`src/rtl/pattern_matcher_pkg.sv`:
```
// Shared definitions for the laser receive-path pattern matcher:
// link sequences, handshake byte, default parameters and the lane progress type.
package pattern_matcher_pkg;

  localparam int DEF_NUM_SEQ     = 4;
  localparam int DEF_SEQ_BYTES   = 4;
  localparam int DEF_BYTE_W      = 8;
  localparam int DEF_GAP_TIMEOUT = 64;

  localparam logic [31:0] SEQ_START = 32'hc1c2c3c4;
  localparam logic [31:0] SEQ_STOP  = 32'h51525354;
  localparam logic [31:0] SEQ_DATA  = 32'hd1d2d3d4;
  localparam logic [31:0] SEQ_ACK   = 32'ha1a2a3a4;

  localparam logic [7:0] HANDSHAKE_BYTE = 8'h55;

  // Wide enough for the longest supported pattern (8 bytes -> progress 0..7)
  localparam int PROG_W = 3;
  typedef logic [PROG_W-1:0] prog_t;

  typedef enum logic [1:0] {
    LINK_START,
    LINK_STOP,
    LINK_DATA,
    LINK_ACK
  } link_id_t;

  function automatic logic [31:0] link_seq(input link_id_t id);
    logic [31:0] value;
    case (id)
      LINK_START: value = SEQ_START;
      LINK_STOP:  value = SEQ_STOP;
      LINK_DATA:  value = SEQ_DATA;
      default:    value = SEQ_ACK;
    endcase
    return value;
  endfunction

endpackage

```
`src/rtl/pattern_matcher_lane.sv`:
```
// One pattern lane: progress register, expected-byte select, restart-on-mismatch
// and a combinational completion strobe registered by the top.
module pattern_lane
  import pattern_matcher_pkg::*;
#(
  parameter int SEQ_BYTES = DEF_SEQ_BYTES,
  parameter int BYTE_W    = DEF_BYTE_W
) (
  input  logic                        clock,
  input  logic                        reset,
  input  logic                        enable,
  input  logic                        accept,
  input  logic                        flush,
  input  logic [BYTE_W-1:0]           data_in,
  input  logic [SEQ_BYTES*BYTE_W-1:0] pattern,
  output logic                        complete,
  output logic                        active_next
);

  localparam prog_t LAST = prog_t'(SEQ_BYTES - 1);

  prog_t             progress;
  prog_t             progress_next;
  logic [BYTE_W-1:0] expected;
  logic [BYTE_W-1:0] first_byte;

  assign first_byte = pattern[SEQ_BYTES*BYTE_W-1 -: BYTE_W];

  // Byte 0 of the pattern is the most-significant byte
  always_comb begin
    expected = '0;
    for (int k = 0; k < SEQ_BYTES; k++) begin
      if (progress == prog_t'(k)) begin
        expected = pattern[(SEQ_BYTES-1-k)*BYTE_W +: BYTE_W];
      end
    end
  end

  always_comb begin
    progress_next = progress;
    complete      = 1'b0;
    if (!enable || flush) begin
      progress_next = '0;
    end else if (accept) begin
      if (data_in == expected) begin
        if (progress == LAST) begin
          progress_next = '0;
          complete      = 1'b1;
        end else begin
          progress_next = progress + prog_t'(1);
        end
      end else begin
        // A mismatching byte may itself be the start of a fresh attempt
        progress_next = (data_in == first_byte) ? prog_t'(1) : '0;
      end
    end
  end

  assign active_next = (progress_next != '0);

  always_ff @(posedge clock or negedge reset) begin
    if (!reset) begin
      progress <= '0;
    end else begin
      progress <= progress_next;
    end
  end

endmodule

```
`src/rtl/pattern_matcher.sv`:
```
// Multi-pattern byte-sequence detector feeding the LaserDrop control FSM.
// Define PATTERN_MATCHER_TIMEOUT_EN to build the inter-byte gap timeout.
module pattern_matcher
  import pattern_matcher_pkg::*;
#(
  parameter int NUM_SEQ     = DEF_NUM_SEQ,
  parameter int SEQ_BYTES   = DEF_SEQ_BYTES,
  parameter int BYTE_W      = DEF_BYTE_W,
  parameter int GAP_TIMEOUT = DEF_GAP_TIMEOUT
) (
  input  logic                                      clock,
  input  logic                                      reset,
  input  logic                                      en,
  input  logic                                      clear,
  input  logic                                      data_valid,
  input  logic [BYTE_W-1:0]                         data_in,
  input  logic [NUM_SEQ-1:0][SEQ_BYTES*BYTE_W-1:0]  seq,
  input  logic [NUM_SEQ-1:0]                        seq_mask,
  output logic [NUM_SEQ-1:0]                        saw_seq,
  output logic [((NUM_SEQ > 1) ? $clog2(NUM_SEQ) : 1)-1:0] seq_index,
  output logic                                      match,
  output logic                                      partial
);

  localparam int IDX_W = (NUM_SEQ > 1) ? $clog2(NUM_SEQ) : 1;

  logic               accept;
  logic               drop;
  logic [NUM_SEQ-1:0] complete;
  logic [NUM_SEQ-1:0] active_next;
  logic [IDX_W-1:0]   first_idx;

  assign accept = en & data_valid & ~clear;

`ifdef PATTERN_MATCHER_TIMEOUT_EN
  localparam int GAP_W = $clog2(GAP_TIMEOUT + 1);

  logic [GAP_W-1:0] gap_cnt;
  logic             idle_tick;

  // Progress is dropped on the same edge the counter reaches the limit,
  // so a byte arriving in that cycle is still processed normally.
  assign idle_tick = en & ~clear & ~data_valid & partial;
  assign drop      = idle_tick & (gap_cnt == GAP_W'(GAP_TIMEOUT - 1));

  always_ff @(posedge clock or negedge reset) begin
    if (!reset) begin
      gap_cnt <= '0;
    end else if (clear || accept) begin
      gap_cnt <= '0;
    end else if (idle_tick && (gap_cnt != GAP_W'(GAP_TIMEOUT))) begin
      gap_cnt <= gap_cnt + GAP_W'(1);
    end
  end
`else
  assign drop = 1'b0;
`endif

  for (genvar i = 0; i < NUM_SEQ; i++) begin : g_lane
    pattern_lane #(
      .SEQ_BYTES (SEQ_BYTES),
      .BYTE_W    (BYTE_W)
    ) u_lane (
      .clock       (clock),
      .reset       (reset),
      .enable      (seq_mask[i]),
      .accept      (accept),
      .flush       (clear | drop),
      .data_in     (data_in),
      .pattern     (seq[i]),
      .complete    (complete[i]),
      .active_next (active_next[i])
    );
  end

  // Lowest completing lane wins the encoded index
  always_comb begin
    first_idx = '0;
    for (int i = NUM_SEQ - 1; i >= 0; i--) begin
      if (complete[i]) begin
        first_idx = IDX_W'(i);
      end
    end
  end

  always_ff @(posedge clock or negedge reset) begin
    if (!reset) begin
      saw_seq   <= '0;
      match     <= 1'b0;
      seq_index <= '0;
      partial   <= 1'b0;
    end else begin
      saw_seq   <= complete;
      match     <= |complete;
      seq_index <= first_idx;
      partial   <= |active_next;
    end
  end

endmodule

```
`config.mk`:
```
export PLATFORM = sky130hd
export DESIGN_NAME = pattern_matcher
export DESIGN_NICKNAME = d
export VERILOG_FILES = /design/src/rtl/pattern_matcher_pkg.sv /design/src/rtl/pattern_matcher_lane.sv /design/src/rtl/pattern_matcher.sv
export SDC_FILE = /design/constraint.sdc
export NUM_CORES = 1
export LEC_CHECK = 0
export CORE_AREA = 2 2 107 109
export CTS_CLUSTER_DIAMETER = 50
export DETAILED_ROUTE_END_ITERATION = 10
export DIE_AREA = 0 0 109 111
export DONT_BUFFER_PORTS = 1
export GPL_ROUTABILITY_DRIVEN = 0
export PLACE_DENSITY = 0.56
export SLEW_MARGIN = 20
export SYNTH_ARGS = -nofsm -noshare
export SYNTH_HDL_FRONTEND = slang
export SYNTH_SLANG_ARGS = --single-unit
export TNS_END_PERCENT = 100
```
`constraint.sdc`:
```
create_clock -name clock -period 3.1 [get_ports clock]
set_input_delay 0.31 -clock clock [delete_from_list [all_inputs] [get_ports clock]]
set_output_delay 0.31 -clock clock [all_outputs]
set_load 0.005 [all_outputs]
```
# Word level (Yosys, flattened, before mapping)
# Index checks and enable logic that the tools add are counted.
# op_classes
n_reduce_logical	18
mux	56
add_sub_neg	4
eq_ne	20
n_bitwise	3
# op_table
cell	n
$mux W8	16
$eq A8 B8 Y1	8
$mux W3	16
$eq A3 B2 Y1 const B	8
$mux W1	20
$add A3 B1 Y3 const B	4
$eq A3 B1 Y1 const B	4
$logic_not A3 Y1	4
$reduce_bool A3 Y1	4
$mux W2	4
$reduce_or A4 Y1	2
$logic_not A1 Y1	4
$logic_or A1 B1 Y1	4
$and A1 B1 Y1	2
$not A1 Y1	1
# totals
ff_bits	20
word_cells	109
out_inout_bits	8
in_bits	145

# Longest topological paths before layout
# Gate-level depths: netlist of the first run.
# depth
word_depth	13
ltp_mapped	12
depth_no_buf	11

# By module
# From an unflattened synthesis of the first run, not the netlist that was laid out.
# hier_totals
cells_unflattened	550
hier_area_um2	4256.6
# by_module_without_submodules
module	cells_per_inst	seq_area_each_um2	instances	area_each_um2
pattern_lane at g_lane[1].u_lane ...	133	75.1	3	1012.2
pattern_lane at g_lane[0].u_lane	133	75.1	1	973.4
pattern_matcher	18	200.2	1	246.5

# Worst setup path before layout of the first run
# OpenSTA, ideal clock, no wires.
# synth_path
path_type	register -> register
startpoint	register g_lane[2].u_lane.progress[0]
endpoint	register partial
period_less_slack_ns	2.981
path_stages_with_launch	12
t_required_ns	2.961
path_buffers	1
setup_time_ns	0.139
arrival_time_ns	2.843
slack_ns	0.119
cell_sequence	dfrtp_1 -> inv_1 -> ha_1 -> nor2b_1 -> clkbuf_1 -> a221o_1 -> a22oi_1 -> o211ai_1 -> or4_1 -> o211ai_1 -> a31oi_1 -> or4_1
# synth_between
elab_chain_len	11
elab_cells_between_ends	16
classes_between	add/sub (1); eq/ne (4); mux (8); reduce/logical (3)
# synth_rtl
item	line_no	rtl
start: declaration	pattern_matcher_lane.sv:22	prog_t progress;
start signal: assignment	pattern_matcher_lane.sv:65	progress <= progress_next;
$logic_not A3 Y1	pattern_matcher_lane.sv:33	if (progress == prog_t'(k)) begin
$mux W8 (4 in a row)	pattern_matcher_lane.sv:33	
$eq A8 B8 Y1	pattern_matcher_lane.sv:45	if (data_in == expected) begin
$mux W3	pattern_matcher_lane.sv:45	
$mux W3 (*)	pattern_matcher_lane.sv:44	end else if (accept) begin
$mux W3 (*)	pattern_matcher_lane.sv:42	if (!enable || flush) begin
net g_lane[2].u_lane.progress_next[0]	pattern_matcher_lane.sv:23	prog_t progress_next;
$reduce_bool A3 Y1 (*)	pattern_matcher_lane.sv:59	assign active_next = (progress_next != '0);
$reduce_or A4 Y1 (*)	pattern_matcher.sv:96	partial <= |active_next;
end signal: assignment	pattern_matcher.sv:96	
end: declaration	pattern_matcher.sv:22	output logic partial
# The timed path passes the listed nets; every way through them passes the cells marked *.

# Worst setup path after layout of the first run
# Ends and elaborated chain as after synthesis.

==> flow_metrics.tcl, run 1 <==
set metrics [dict create \
    status "finished clean" \
    grt_antenna_before_repair 0 \
    reg2reg_depth 10 \
    cts_tree "done" \
    endpoint_kind "flip-flop" \
    cts-root-buf "clkbuf_16" \
    setup_viol_count_final 0 \
    drt-initial-drc-count 323 \
    rows 39 \
    port_buffers 0 \
    period_needed_ns 2.99 \
    startpoint_type "flip-flop" \
    drt_pass1_iterations 5 \
    grt_max_degree 23 \
    cts.htree.levels 1 \
    dieArea_um2 12100 \
    area_delta_synth_final_pct 21.4 \
    max_freq_mhz 334 \
    required_ns 3.23 \
    num_vias 4305 \
    peakVddDrop_uv 251 \
    syn_inst 504 \
    synth_fp_nets 665 \
    regToRegSetupSlack_ns 0.11 \
    cts_num_sinks 20 \
    clkTransAtPathRegs_ns 0.06 \
    hp-class "input pin to asynchronous set/reset pin" \
    dp_hpwl_um 12100 \
    grt_pass1_vias 4270 \
    synth_ff_type "dfrtp_1" \
    r2r-end "partial$_DFF_PN0_" \
    start_util_pct 33.7 \
    power.leakage_uw 0.00177 \
    slew_headroom_pct 65.8 \
    drt-total-wl_um 16000 \
    ys_types 73 \
    yosysWarnings 0 \
    dp_slack_ns -0.0717 \
    critPathKind "flip-flop to flip-flop" \
    synth_top_area_share_pct 13.4 \
    clk_latency_ns 0.25 \
    worst_slack_ns 0.109 \
    design.core.area_um2 11100 \
    wl_per_cell_um 23.8 \
    worstMarginPinSlew_ns 0.513 \
    fin_area_um2 4530 \
    drc_errors 0 \
    io_pins 153 \
    p_sw_share_pct 29.0 \
    netlist_area_um2 3730 \
    placed_area_um2 4070 \
    finalSetupTns_ns 0 \
    synth.avg_cell_area_um2 7.41 \
    clock_path_buffers 2 \
    avgViaCountPerCell 6.40 \
    synth_top_area_cell "dfrtp_1" \
    final_layout_size_suffix_gt1_share_pct 23.6 \
    timing.rr.start "g_lane[2].u_lane.progress[0]$_DFF_PN0_" \
    power_density_nw_per_um2 187 \
    cp_max_fo 5 \
    seq_power_share_pct 31.0 \
    seq_area_frac_synth_pct 13.4 \
    antenna_cells 0 \
    die_w_um 109 \
    overflow 0 \
    yosysMostFrequentCell "nor2b_1" \
    pwr-share-comb_pct 33.6 \
    drv_cap 0 \
    postRouteAntennaNets 0 \
    clock_skew_ns 0.00531 \
    fin_crit_sh_pct 96.5 \
    power.internal_uw 603 \
    track_usage_pct 25.1 \
    final_hold_viol_count 0 \
    synth.area.top_cells "dfrtp_1, xnor2_1, xor2_1" \
    clock_power_share_pct 35.5 \
    fin_nets 692 \
    drv_slew 0 \
    ys_seq_elements 20 \
    power_switching_uw 246 \
    grt_pass1_wl_um 23500 \
    async_flop_share_pct 100 \
    numCtsBuffers 3 \
    synth_edf_count 0 \
    die_h_um 111 \
    p_total_uw 850 \
    worstPathArrival_ns 3.12 \
    ys_top_cells_by_count "nor2b_1, nand2_1, nor2_1, inv_1, o21ai_0" \
    utilization_pct 40.9 \
]
## flip-flops by register name (all words and copies together), names as in the netlist
register and cells:
g_lane.u_lane.progress 12, match 1, partial 1, saw_seq 4
seq_index 2
## per-layer routing
metal	wire length, um	GRT usage [%]	vias to the layer above
met5	0	0	-
met4	396	6.84	0
met3	1990	6.94	35
met2	7530	41.0	274
met1	6080	32.2	2037
li1	-	-	1959
## critical path, cell delays in order (launching register included)
cell and delay, ns:
dfrtp_2 0.41, inv_1 0.08, ha_1 0.21, nor2b_4 0.15
a22o_1 0.22, a221oi_1 0.28, o211ai_1 0.14, or4_4 0.51
o211ai_1 0.19, a31oi_1 0.13, or4_1 0.54
## worst max path at each step
stage / from / to / slack (ns) / cells past startpoint
detailed placement: g_lane[1].u_lane.progress[1]$_DFF_PN0_ / partial$_DFF_PN0_ / -0.07 / 11
CTS: g_lane[3].u_lane.progress[1]$_DFF_PN0_ / partial$_DFF_PN0_ / 0.005 / 12
finish: g_lane[2].u_lane.progress[0]$_DFF_PN0_ / partial$_DFF_PN0_ / 0.11 / 10
global placement: g_lane[1].u_lane.progress[1]$_DFF_PN0_ / partial$_DFF_PN0_ / -0.02 / 11
floorplan: g_lane[2].u_lane.progress[0]$_DFF_PN0_ / partial$_DFF_PN0_ / 0.12 / 11
global route: g_lane[3].u_lane.progress[1]$_DFF_PN0_ / partial$_DFF_PN0_ / -0.02 / 12
## per-stage QoR
stage / instances / hold slack, ns
after detailed placement: 655 / 0.0149
after floorplan: 504 / 0.0144
final: 673 / 0.0229
after CTS: 662 / 0.236
after global placement: 655 / 0.0150
after global routing: 673 / 0.0649
## cells in the final DEF (no fill, tap or decap), types with 7 or more instances in the layout
cell | Yosys | routed
buf_4 | 0 | 52
nor2_1 | 27 | 27
nand2_1 | 27 | 27
nor2b_1 | 30 | 24
xnor2_1 | 24 | 24
xor2_1 | 23 | 23
inv_1 | 26 | 21
o21ai_0 | 26 | 21
o22ai_1 | 17 | 16
dfrtp_1 | 20 | 16
nand3_1 | 15 | 14
nand2b_1 | 14 | 14
a21oi_1 | 15 | 13
nor4_1 | 12 | 12
inv_2 | 6 | 10
nor3_1 | 11 | 10
nand3b_1 | 9 | 9
a221oi_1 | 14 | 9
a221o_1 | 8 | 8
a22oi_1 | 8 | 8
nand4_1 | 7 | 7
o21ai_1 | 4 | 7
or3_1 | 7 | 7
## final cells by class
cell class                 count  area [um^2]
sequential                    20          505
fill                        1127         6540
tap                          143          179
inverter                      32          123
multi-input combinational    419         3220
clock buffer                   4         88.8
timing repair buffer          55          418
## power by group through the flow
stage | clock [uW] | sequential, uW | combinational (uW)
CTS | 302 | 263 | 264
global route | 317 | 263 | 310
finish | 301 | 263 | 285
detailed placement | 0 | 268 | 252
floorplan | 0 | 267 | 229
global placement | 0 | 268 | 247
## cell families (layout without fill, tap and decap cells)
family	Yosys count	after routing	synth area share, %
AOI/OAI and AO/OA	162	162	32.0
adders and majority gates	16	16	5.36
buffers and inverters	65	91	7.37
muxes	7	7	2.04
and+or+nand+nor	187	187	28.8
DFF	20	20	13.4
xor gates and xnor gates	47	47	11.0
## what timing repair did
item | 4_1_cts | 5_1_grt
endpoints found under the setup margin | 1 | 2
hold buffers | 1 | 0
pin swaps | 2 | 17
buffers inserted | 2 | 11
endpoints found under the hold margin | 20 | 0
gates resized for setup | 11 | 59
(Power assumes the default switching activity.)
==> run 2: changes to the inputs <==
--- a/config.mk
+++ b/config.mk
@@ -5,13 +5,16 @@
 export SDC_FILE = /design/constraint.sdc
 export NUM_CORES = 1
 export LEC_CHECK = 0
+export CELL_PAD_IN_SITES_DETAIL_PLACEMENT = 0
+export CELL_PAD_IN_SITES_GLOBAL_PLACEMENT = 1
 export CORE_AREA = 2 2 107 109
 export CTS_CLUSTER_DIAMETER = 50
 export DETAILED_ROUTE_END_ITERATION = 10
 export DIE_AREA = 0 0 109 111
 export DONT_BUFFER_PORTS = 1
 export GPL_ROUTABILITY_DRIVEN = 0
-export PLACE_DENSITY = 0.56
+export HOLD_SLACK_MARGIN = 0.03
+export PLACE_DENSITY = 0.73
 export SLEW_MARGIN = 20
 export SYNTH_ARGS = -nofsm -noshare
 export SYNTH_HDL_FRONTEND = slang
==> run 2 against run 1 <==
Non-clock buffer count is 1 lower. Sequential cell count stayed put. First-iteration DRC count is 19% lower. Critical path type unchanged. Largest power group unchanged. Highest routed layer unchanged.
==> flow_metrics.tcl, run 2 (same netlist as run 1, synthesis figures left out) <==
set metrics [dict create \
    drt_pass1_iterations 5 \
    track_usage_pct 25.1 \
    power_switching_uw 260 \
    antenna_cells 0 \
    startpoint_type "flip-flop" \
    io_pins 153 \
    finalSetupTns_ns 0 \
    p_total_uw 923 \
    critical-path-top-delay-family "compound AO/OA/AOI/OAI gates" \
    postRouteAntennaNets 0 \
    drv_slew 0 \
    start_util_pct 33.7 \
    power_density_nw_per_um2 202 \
    multi_input_comb_area_um2 3260 \
    grt_antenna_before_repair 0 \
    power.leakage_uw 0.00183 \
    critPathKind "flip-flop to flip-flop" \
    power.internal_uw 663 \
    cts_num_sinks 20 \
    grt_max_degree 23 \
    p_sw_share_pct 28.2 \
    dp_hpwl_um 12100 \
    clkTransAtPathRegs_ns 0.06 \
    peakVddDrop_uv 174 \
    cts-root-buf "clkbuf_16" \
    holdWs_ns 0.0187 \
    pwr-share-comb_pct 31.3 \
    clock_skew_ns 0.00292 \
    fin_area_um2 4580 \
    slew_headroom_pct 63.3 \
    grt_pass1_wl_um 23300 \
    overflow 0 \
    highest_layer "met4" \
    port_buffers 0 \
    drc_errors 0 \
    reg_top3 "g_lane.u_lane.progress x12, saw_seq x4, seq_index x2" \
    clock_path_buffers 2 \
    fin_nets 691 \
    status "finished clean" \
    design.core.area_um2 11100 \
    num_vias 4285 \
    seqCellArea_um2 503 \
    mostFrequentLayoutCell "buf_4" \
    fin_crit_sh_pct 97.6 \
    wl_met3_um 1800 \
    numCtsBuffers 3 \
    worstMarginPinSlew_ns 0.551 \
    die_h_um 111 \
    dieArea_um2 12100 \
    worst-path-buf-inv 2 \
    rows 39 \
    routed-wl-met2_um 7480 \
    setup_viol_count_final 0 \
    max_freq_mhz 331 \
    path_cells "inv_2 -> ha_4 -> buf_4 -> a21oi_4 -> a211o_1 -> nand3_2 -> a311oi_4 -> nor4b_4 -> o21ai_1 -> a21o_1 -> a311o_1 -> or4_1" \
    drt-initial-drc-count 263 \
    period_needed_ns 3.03 \
    drv_cap 0 \
    layout_common_cells "buf_4, nor2_1, nand2_1" \
    fin_cells 672 \
    endpoint_kind "flip-flop" \
    die_w_um 109 \
    fillerInstances 1105 \
    clock_power_share_pct 40.3 \
    max_stage_delay_ns 0.46 \
    placed_cells 654 \
    largest_register_ffs 12 \
    regMostFlops "g_lane.u_lane.progress" \
    area_delta_synth_final_pct 22.7 \
    hp-class "input pin to asynchronous set/reset pin" \
    final_layout_size_suffix_gt1_share_pct 22.7 \
    final_hold_viol_count 0 \
    worstPathArrival_ns 3.16 \
    drt-total-wl_um 16000 \
    cp_max_fo 7 \
    rsz0062_at_grt "true" \
    required_ns 3.23 \
    cp_slowest_cell "or4_1" \
    avgViaCountPerCell 6.38 \
    wl_per_cell_um 23.8 \
    placed_area_um2 4060 \
    seq_power_share_pct 28.4 \
    cts.htree.levels 1 \
    met1_length_um 6350 \
    clk_latency_ns 0.26 \
    cts_tree "done" \
    grt_pass1_vias 4286 \
]
run 2: worst paths after layout:
| kind | slack (ns) | start | cells past startpoint | end |
|---|---|---|---|---|
| min in group clock | 0.21 | seq_mask[1] | 2 | g_lane[1].u_lane.progress[1]$_DFF_PN0_ |
| min | 0.02 | reset | 1 | saw_seq[0]$_DFF_PN0_ |
| min reg2reg | 0.63 | g_lane[3].u_lane.progress[1]$_DFF_PN0_ | 2 | g_lane[3].u_lane.progress[1]$_DFF_PN0_ |
| max | 0.07 | g_lane[3].u_lane.progress[1]$_DFF_PN0_ | 12 | partial$_DFF_PN0_ |
| max in group asynchronous | 2.70 | reset | 1 | g_lane[3].u_lane.progress[0]$_DFF_PN0_ |
| max reg2reg | 0.07 | g_lane[3].u_lane.progress[1]$_DFF_PN0_ | 12 | partial$_DFF_PN0_ |
run 2: cell type report:
type,instances,area share (%)
multi-input combinational,419,71.1
inverter,32,2.68
clock inverter,1,0.655
timing repair buffer,54,9.04
clock buffer,3,1.64
tap,143,3.90
sequential,20,11.0
run 2: metrics by stage:
step	setup slack (ns)	util, %
global route	-0.0370	41.4
CTS	0.0117	38.2
finish	0.0748	41.4
detailed placement	-0.0916	36.6
global placement	-0.0137	36.6
floorplan	0.119	-
run 2: timing repair:
action | CTS | global route
gates resized for setup | 10 | 61
endpoints found under the hold margin | 20 | 0
pin swaps | 3 | 21
hold buffers | 1 | 0
setup endpoints to repair | 1 | 1
buffers inserted | 3 | 10
run 2: worst reg2reg max path: cells and delay by family, from the launching register on:
family	cells	cell delay (ns)
adders and majority gates	1	0.19
buffers and inverters	2	0.24
AOI/OAI and AO/OA	6	1.24
DFF	1	0.43
and+or+nand+nor	3	0.82
run 2: power groups by stage:
stage	clock network, uW	registers (uW)	logic (uW)
after CTS	370	263	267
final	372	263	289
after detailed placement	0	268	254
after global placement	0	268	250
after floorplan	0	267	229
after global routing	382	263	314
run 2: layer usage:
metal  GRT usage (%)  vias to the layer above
met1            32.3                     2054
met4            6.67                        0
li1                -                     1959
met2            40.4                      240
met3            7.41                       32
met5               0                        -
==> run 3: changes to the inputs <==
--- a/config.mk
+++ b/config.mk
@@ -5,6 +5,7 @@
 export SDC_FILE = /design/constraint.sdc
 export NUM_CORES = 1
 export LEC_CHECK = 0
+export CAP_MARGIN = 20
 export CELL_PAD_IN_SITES_DETAIL_PLACEMENT = 0
 export CELL_PAD_IN_SITES_GLOBAL_PLACEMENT = 1
 export CORE_AREA = 2 2 107 109
==> results of run 3 <==
The final DEF is identical to that of run 2; final timing and power are the same.
